[config.mk]
export PLATFORM = sky130hd
export DESIGN_NAME = keypad_debouncer_rpt
export DESIGN_NICKNAME = d
export VERILOG_FILES = /design/src/rtl/keypad_debouncer_rpt.sv
export SDC_FILE = /design/constraint.sdc
export NUM_CORES = 1
export LEC_CHECK = 0
export BUFFER_PORTS_ARGS = -buffer_cell sky130_fd_sc_hd__buf_2
export CORE_MARGIN = 2
export CORE_UTILIZATION = 30
export CTS_CLUSTER_DIAMETER = 100
export CTS_CLUSTER_SIZE = 20
export DETAILED_ROUTE_END_ITERATION = 6
export PLACE_DENSITY = 0.53
export SLEW_MARGIN = 15
export SYNTH_ARGS = -nofsm -noshare
export SYNTH_HDL_FRONTEND = slang
export SYNTH_SLANG_ARGS = --single-unit
[constraint.sdc]
create_clock -name clk -period 2.3 [get_ports clk]
set_clock_uncertainty 0.15 [all_clocks]
set_input_delay 0.115 -clock clk [delete_from_list [all_inputs] [get_ports clk]]
set_output_delay 0.115 -clock clk [all_outputs]
set_load 0.01 [all_outputs]
[src/rtl/keypad_debouncer_rpt.sv]
// Keypad debouncer: debounces press and release of a KEY_W-bit code and emits
// one-cycle press / release / auto-repeat pulses plus a held level and stable code.
module keypad_debouncer_rpt #(
  parameter int unsigned KEY_W          = 4,
  parameter int unsigned PRESS_CYCLES   = 50,
  parameter int unsigned RELEASE_CYCLES = 50,
  parameter int unsigned REPEAT_DELAY   = 0,
  parameter int unsigned REPEAT_PERIOD  = 20
) (
  input  logic             clk,
  input  logic             reset,
  input  logic             key_valid,
  input  logic [KEY_W-1:0] key_code,
  output logic [KEY_W-1:0] db_code,
  output logic             db_held,
  output logic             press_pulse,
  output logic             release_pulse,
  output logic             repeat_pulse
);

  localparam int unsigned CNT_MAX = (PRESS_CYCLES > RELEASE_CYCLES) ? PRESS_CYCLES : RELEASE_CYCLES;
  localparam int unsigned CNT_W   = $clog2(CNT_MAX) + 1;
  localparam int unsigned RPT_TOP = REPEAT_DELAY + REPEAT_PERIOD;
  localparam int unsigned RPT_W   = $clog2(RPT_TOP) + 1;

  localparam logic [CNT_W-1:0] PRESS_LAST   = CNT_W'(PRESS_CYCLES - 1);
  localparam logic [CNT_W-1:0] RELEASE_LAST = CNT_W'(RELEASE_CYCLES - 1);
  localparam logic [RPT_W-1:0] RPT_DLY      = RPT_W'(REPEAT_DELAY);
  localparam logic [RPT_W-1:0] RPT_END      = RPT_W'(RPT_TOP);

  typedef enum logic [1:0] {
    IDLE,
    PRESS_WAIT,
    HELD,
    RELEASE_WAIT
  } state_t;

  state_t             state_q, state_d;
  logic [CNT_W-1:0]   cnt_q, cnt_d;
  logic [RPT_W-1:0]   rpt_q, rpt_d, rpt_inc;
  logic [KEY_W-1:0]   cand_q, cand_d;
  logic [KEY_W-1:0]   db_code_q, db_code_d;
  logic               held_q, held_d;
  logic               press_q, press_d;
  logic               release_q, release_d;
  logic               repeat_q, repeat_d;

  always_ff @(posedge clk or negedge reset) begin
    if (!reset) begin
      state_q   <= IDLE;
      cnt_q     <= '0;
      rpt_q     <= '0;
      cand_q    <= '0;
      db_code_q <= '0;
      held_q    <= 1'b0;
      press_q   <= 1'b0;
      release_q <= 1'b0;
      repeat_q  <= 1'b0;
    end else begin
      state_q   <= state_d;
      cnt_q     <= cnt_d;
      rpt_q     <= rpt_d;
      cand_q    <= cand_d;
      db_code_q <= db_code_d;
      held_q    <= held_d;
      press_q   <= press_d;
      release_q <= release_d;
      repeat_q  <= repeat_d;
    end
  end

  always_comb begin
    state_d   = state_q;
    cnt_d     = cnt_q;
    rpt_d     = rpt_q;
    cand_d    = cand_q;
    db_code_d = db_code_q;
    held_d    = held_q;
    press_d   = 1'b0;
    release_d = 1'b0;
    repeat_d  = 1'b0;
    rpt_inc   = rpt_q + RPT_W'(1);

    unique case (state_q)
      IDLE: begin
        if (key_valid) begin
          cand_d  = key_code;
          cnt_d   = '0;
          state_d = PRESS_WAIT;
        end
      end
      PRESS_WAIT: begin
        if (!key_valid) begin
          state_d = IDLE;
        end else if (key_code != cand_q) begin
          cand_d = key_code;
          cnt_d  = '0;
        end else if (cnt_q == PRESS_LAST) begin
          state_d   = HELD;
          db_code_d = cand_q;
          held_d    = 1'b1;
          press_d   = 1'b1;
          rpt_d     = '0;
        end else begin
          cnt_d = cnt_q + CNT_W'(1);
        end
      end
      HELD: begin
        if (key_valid && (key_code == db_code_q)) begin
          // After the first repeat, rpt runs DELAY..DELAY+PERIOD and reloads to DELAY,
          // so it stays bounded while pulses continue indefinitely.
          if (REPEAT_DELAY != 0) begin
            if (rpt_inc == RPT_END) begin
              rpt_d    = RPT_DLY;
              repeat_d = 1'b1;
            end else begin
              rpt_d    = rpt_inc;
              repeat_d = (rpt_inc == RPT_DLY);
            end
          end
        end else begin
          state_d = RELEASE_WAIT;
          cnt_d   = '0;
        end
      end
      RELEASE_WAIT: begin
        if (key_valid && (key_code == db_code_q)) begin
          state_d = HELD;
        end else if (cnt_q == RELEASE_LAST) begin
          state_d   = IDLE;
          held_d    = 1'b0;
          release_d = 1'b1;
        end else begin
          cnt_d = cnt_q + CNT_W'(1);
        end
      end
      default: state_d = IDLE;
    endcase
  end

  assign db_code       = db_code_q;
  assign db_held       = held_q;
  assign press_pulse   = press_q;
  assign release_pulse = release_q;
  assign repeat_pulse  = repeat_q;

endmodule

# [Word-level counts from Yosys, hierarchy flattened]
# Cells that the tools add are included.
[classes] add_sub_neg=1 n_eq_ne=17 mux=31 bitwise=1 n_reduce_logical=9
[ops] operator="7-bit two-way mux" count=6
[ops] operator="7-bit case mux with 4 select lines" count=1
[ops] operator="2-bit != test, second input constant" count=8
[ops] operator="2-bit two-way mux" count=7
[ops] operator="4-bit two-way mux" count=3
[ops] operator="4-bit AND reduction" count=3
[ops] operator="1-bit two-way mux" count=11
[ops] operator="3-bit != test, second input constant" count=3
[ops] operator="2-bit case mux with 4 select lines" count=1
[ops] operator="4-bit case mux with 2 select lines" count=1
[ops] operator="7-bit by 1-bit adder with 7-bit output, second input constant" count=1
[ops] operator="7-bit by 6-bit equality test with 1-bit output, second input constant" count=1
[ops] operator="6-bit AND reduction" count=1
[ops] operator="5-bit AND reduction" count=1
[ops] operator="2-bit equality test, second input constant" count=2
[ops] operator="4-bit equality test" count=1
[ops] operator="4-bit != test" count=1
[ops] operator="2-bit nonzero test" count=2
[ops] operator="2-bit by 1-bit equality test with 1-bit output, second input constant" count=1
[ops] operator="2-bit zero test" count=1
[ops] operator="1-bit case mux with 2 select lines" count=1
[ops] operator="1-bit logical AND" count=1
[ops] operator="1-bit NOT" count=1
[word_totals] register_bits=20 output_inout_bits=8 word_cells=66

# [Logic depth before layout (Yosys ltp)]
[depth] word_depth=5 depth_mapped=7 depth_no_buf=7

# [Least setup slack after synthesis]
# No wires, ideal clock.
[synth_path] kind="register -> register" from="register cnt_q[1]" to="register db_code_q[0] (netlist: db_code[0])" setup_time_ns=0.125 arrival_ns=1.557 t_required_ns=2.025 slack_ns=0.468 path_stages_with_launch=8 path_buffers=0 synth_period_minus_slack_ns=1.832 cell_sequence="dfrtp_1 inv_1 ha_1 nand2b_1 nor4_4 nand3_1 nor2_2 mux2_2"
[synth_between] elab_chain_len=2
[synth_rtl] element="start, declared" line="39" text="logic [CNT_W-1:0] cnt_q, cnt_d;"
[synth_rtl] element="start signal, assigned" line="61" text="cnt_q <= cnt_d;"
[synth_rtl] element="7-bit by 6-bit equality test with 1-bit output" line="98" text="end else if (cnt_q == PRESS_LAST) begin"
[synth_rtl] element="4-bit AND reduction (no line)"
[synth_rtl] element="end signal, assigned" line="64" text="db_code_q <= db_code_d;"
[synth_rtl] element="end, declared" line="42" text="logic [KEY_W-1:0] db_code_q, db_code_d;"
# No other way between the ends.
# A chain may end at the register's enable or synchronous reset.

# [Worst setup path in the final report]
[layout_path] from="input port key_code[3]" to="register db_code_q[0] (netlist: db_code[0])"
[layout_between] elab_chain_len=3
[layout_rtl] element="start, declared" line="13" text="input logic [KEY_W-1:0] key_code,"
[layout_rtl] element="4-bit != test" line="95" text="end else if (key_code != cand_q) begin"
[layout_rtl] element="1-bit NOT (no line)"
[layout_rtl] element="4-bit AND reduction (no line)"
# No other way between the ends.

==> impl_results.md <==
- Iter 0 DRT Violations: 29
- CP Max Fanout: 5
- Synthesized net count: 99
- Final GP Congestion: 0.717
- Seq/Total Area, Yosys: 49.9%
- CP required: around 2.3 ns
- DR WL/cell: 11.8 um
- HPWL Detailed: 1.34 mm
- RSZ-0062 raised after global routing: no
- Crit start category: primary input
- GRT Overall Usage: a little under an eighth
- Yosys reg bits: 20
- Arr. time, crit path: 2.14 ns
- Clock Path Buffers: 2
- Routed Antenna Nets: 0
- Die Width: 61.8 um
- Antenna violations before repair: 0
- Global route overflow: 0
- # diodes: 0
- Top-count cell post-synth: dfrtp_1
- Worst Reg-to-Reg Cells: 5
- Area Overhead vs Synth: 21.6%
- Vias per cell: 4.56
- CORE AREA: 3130 um2
- Ys Warns: 0
- Synthesized instance count: 90
- Clock tree from TritonCTS: yes
- Status: finished, final reports clean
- Worst skew pair latency: approximately 0.30 ns
- FMAX: between 400 and 500 MHz
- Synth unique cells: 28
- Leakage power: 0.589 nW
- Dominant cells by area after synthesis: dfrtp_1, mux2_2, xor2_1
- Worst R2R End: db_code[0]$_DFFE_PN0P_
- Worst-path clk slew: approximately 0.12 ns
- Max Cap Violations: 0
- Post-synth top area share: 49.9%
- Seq. cell area: 500 um2
- Netlist Area Pre-Place: 1000 um2
- Postcts setup bufs: 0
- Max VDD drop: 0.000156 V
- Initial Util: 32.0%
- Post-synth ARST share: 100%
- Detailed Routing Iterations Pass 1: 4
- PD cells: 521 nW/um2
- Drt total wl: 1.85 mm
- First-pass GRT wire length: approximately 3.1 mm
- Fin. max-slew vios: 0
- Port bufs: 13
- Root Buffer: clkbuf_4
- Crit. End Element: flop
- DIE HEIGHT: about 62 um
- Number of global-route vias before repair: 702
- Final Cycle Share: between 90% and 100%
- Final Hold Vio Count: 0
- Minimum clock period: 2.11 ns
- Top FF cell, synth: dfrtp_1
- Avg Cell Area, Syn: 11.1 um2
- Flop-to-flop setup slack: 0.28 ns
- Share of cells above drive strength 1: 27.4%
- Num CTS Buffers: 3
- Worst reg2reg path startpoint: cand_q[3]$_DFFE_PN0P_
- Vias: 716
- FP Rows: 20
- Die area: 3820 um2
- PnR Total Power: between 0.6 and 0.7 mW
- Synth top cells by count: dfrtp_1, mux2_2, nor2_1, xor2_1, a22o_1
- Crit path kind: in2reg
- Layout Nets: approximately 120
- Final setup viols: 0
- Worst setup path start: key_code[3]
- Area of the multi-input gates: approximately 480 um2
- DRC violations left: 0
- H-tree Lvls: 1
- Cell Count, Final, Fillers Out: 157
- Largest net degree at the start of global routing: 21
- Dpl cells: 147
- Num ports: 15
- FILL cells: a little over 300
- Setup TNS: 0 ns
- Largest area contributor in the netlist: dfrtp_1
- Worst Hold Class: in2async
- Clk sinks: 20
- Worst Setup EP: db_code[0]$_DFFE_PN0P_
- Number of enable flip-flop cells after synthesis: 0
[worst min path at each step]
| stage | depth (start not counted) | slack [ns] | to | from |
|---|---|---|---|---|
| finish | 2 | 0.13 | state_q[0]$_DFFE_PN0P_ | reset |
| global route | 2 | 0.16 | state_q[0]$_DFFE_PN0P_ | reset |
| CTS | 2 | 0.13 | state_q[0]$_DFFE_PN0P_ | reset |
| detailed placement | 1 | -0.07 | cand_q[3]$_DFFE_PN0P_ | reset |
| global placement | 1 | -0.07 | db_code[3]$_DFFE_PN0P_ | reset |
| floorplan | 0 | -0.33 | cand_q[0]$_DFFE_PN0P_ | reset |
[flip-flops by register name (all words and copies together), names as in the netlist]
name,cells
cand_q,4
cnt_q,7
db_code,4
db_held,1
press_pulse,1
release_pulse,1
state_q,2
[power by group]
group          internal [mW]  switching [mW]
clock network         0.0964           0.108
registers              0.360         0.00801
logic                 0.0285          0.0338
[cell families after synthesis]
kind of cell | share of synthesized area, %
XOR/XNOR | 6.99
flip-flops | 49.9
AO/OA/AOI/OAI | 11.6
other | 0.374
AND/OR/NAND/NOR | 17.4
multiplexers | 8.99
adder cells (fa/ha/maj) | 2.50
buffers and inverters | 2.25
[final cells by class]
type                       instances  area share, %
timing repair buffer              20           10.9
sequential                        20           41.1
inverter                           4           1.23
tap                               44           4.52
multi-input combinational         65           39.3
clock buffer                       4           2.98
[worst max-delay path, cell delays in order]
cell,delay [ns]
dlygate4sd3_1,0.53
buf_2,0.14
xor2_1,0.16
nor4_2,0.41
nand3_1,0.14
nor2_2,0.27
mux2_2,0.37
[per-stage QoR]
stage / utilization, % / hold WS, ns / instance area [um2] / worst slack, ns
after detailed placement: 35.9 / -0.0679 / 1120 / 0.289
final: 39.0 / 0.126 / 1220 / 0.194
after CTS: 39.0 / 0.133 / 1220 / 0.198
after global routing: 39.0 / 0.158 / 1220 / 0.0364
after global placement: 35.9 / -0.0675 / 1120 / 0.312
after floorplan: - / -0.331 / 1000 / 0.468
[cell usage in the layout (no fill, tap or decap), drive strengths merged, types with 4 or more instances in the layout]
cell type	instances
buf	14
dfrtp	20
nor2	9
dlygate4sd3	6
inv	4
mux2	8
xor2	7
clkbuf	4
o21ai	6
a22o	6
nand3	4
[repair_timing]
item	4_1_cts	5_1_grt
gates resized for setup	0	0
endpoints found under the hold margin	25	0
hold buffers	6	0
[routing by layer]
layer / track usage, % / routed length [um] / up-vias
met1: 14.8 / 919 / 338
met4: 6.38 / 27 / 0
li1: - / - / 364
met2: 17.7 / 854 / 12
met3: 1.86 / 51 / 2
met5: 0 / 0 / -
Note: power is estimated with default switching activity, not from simulation.
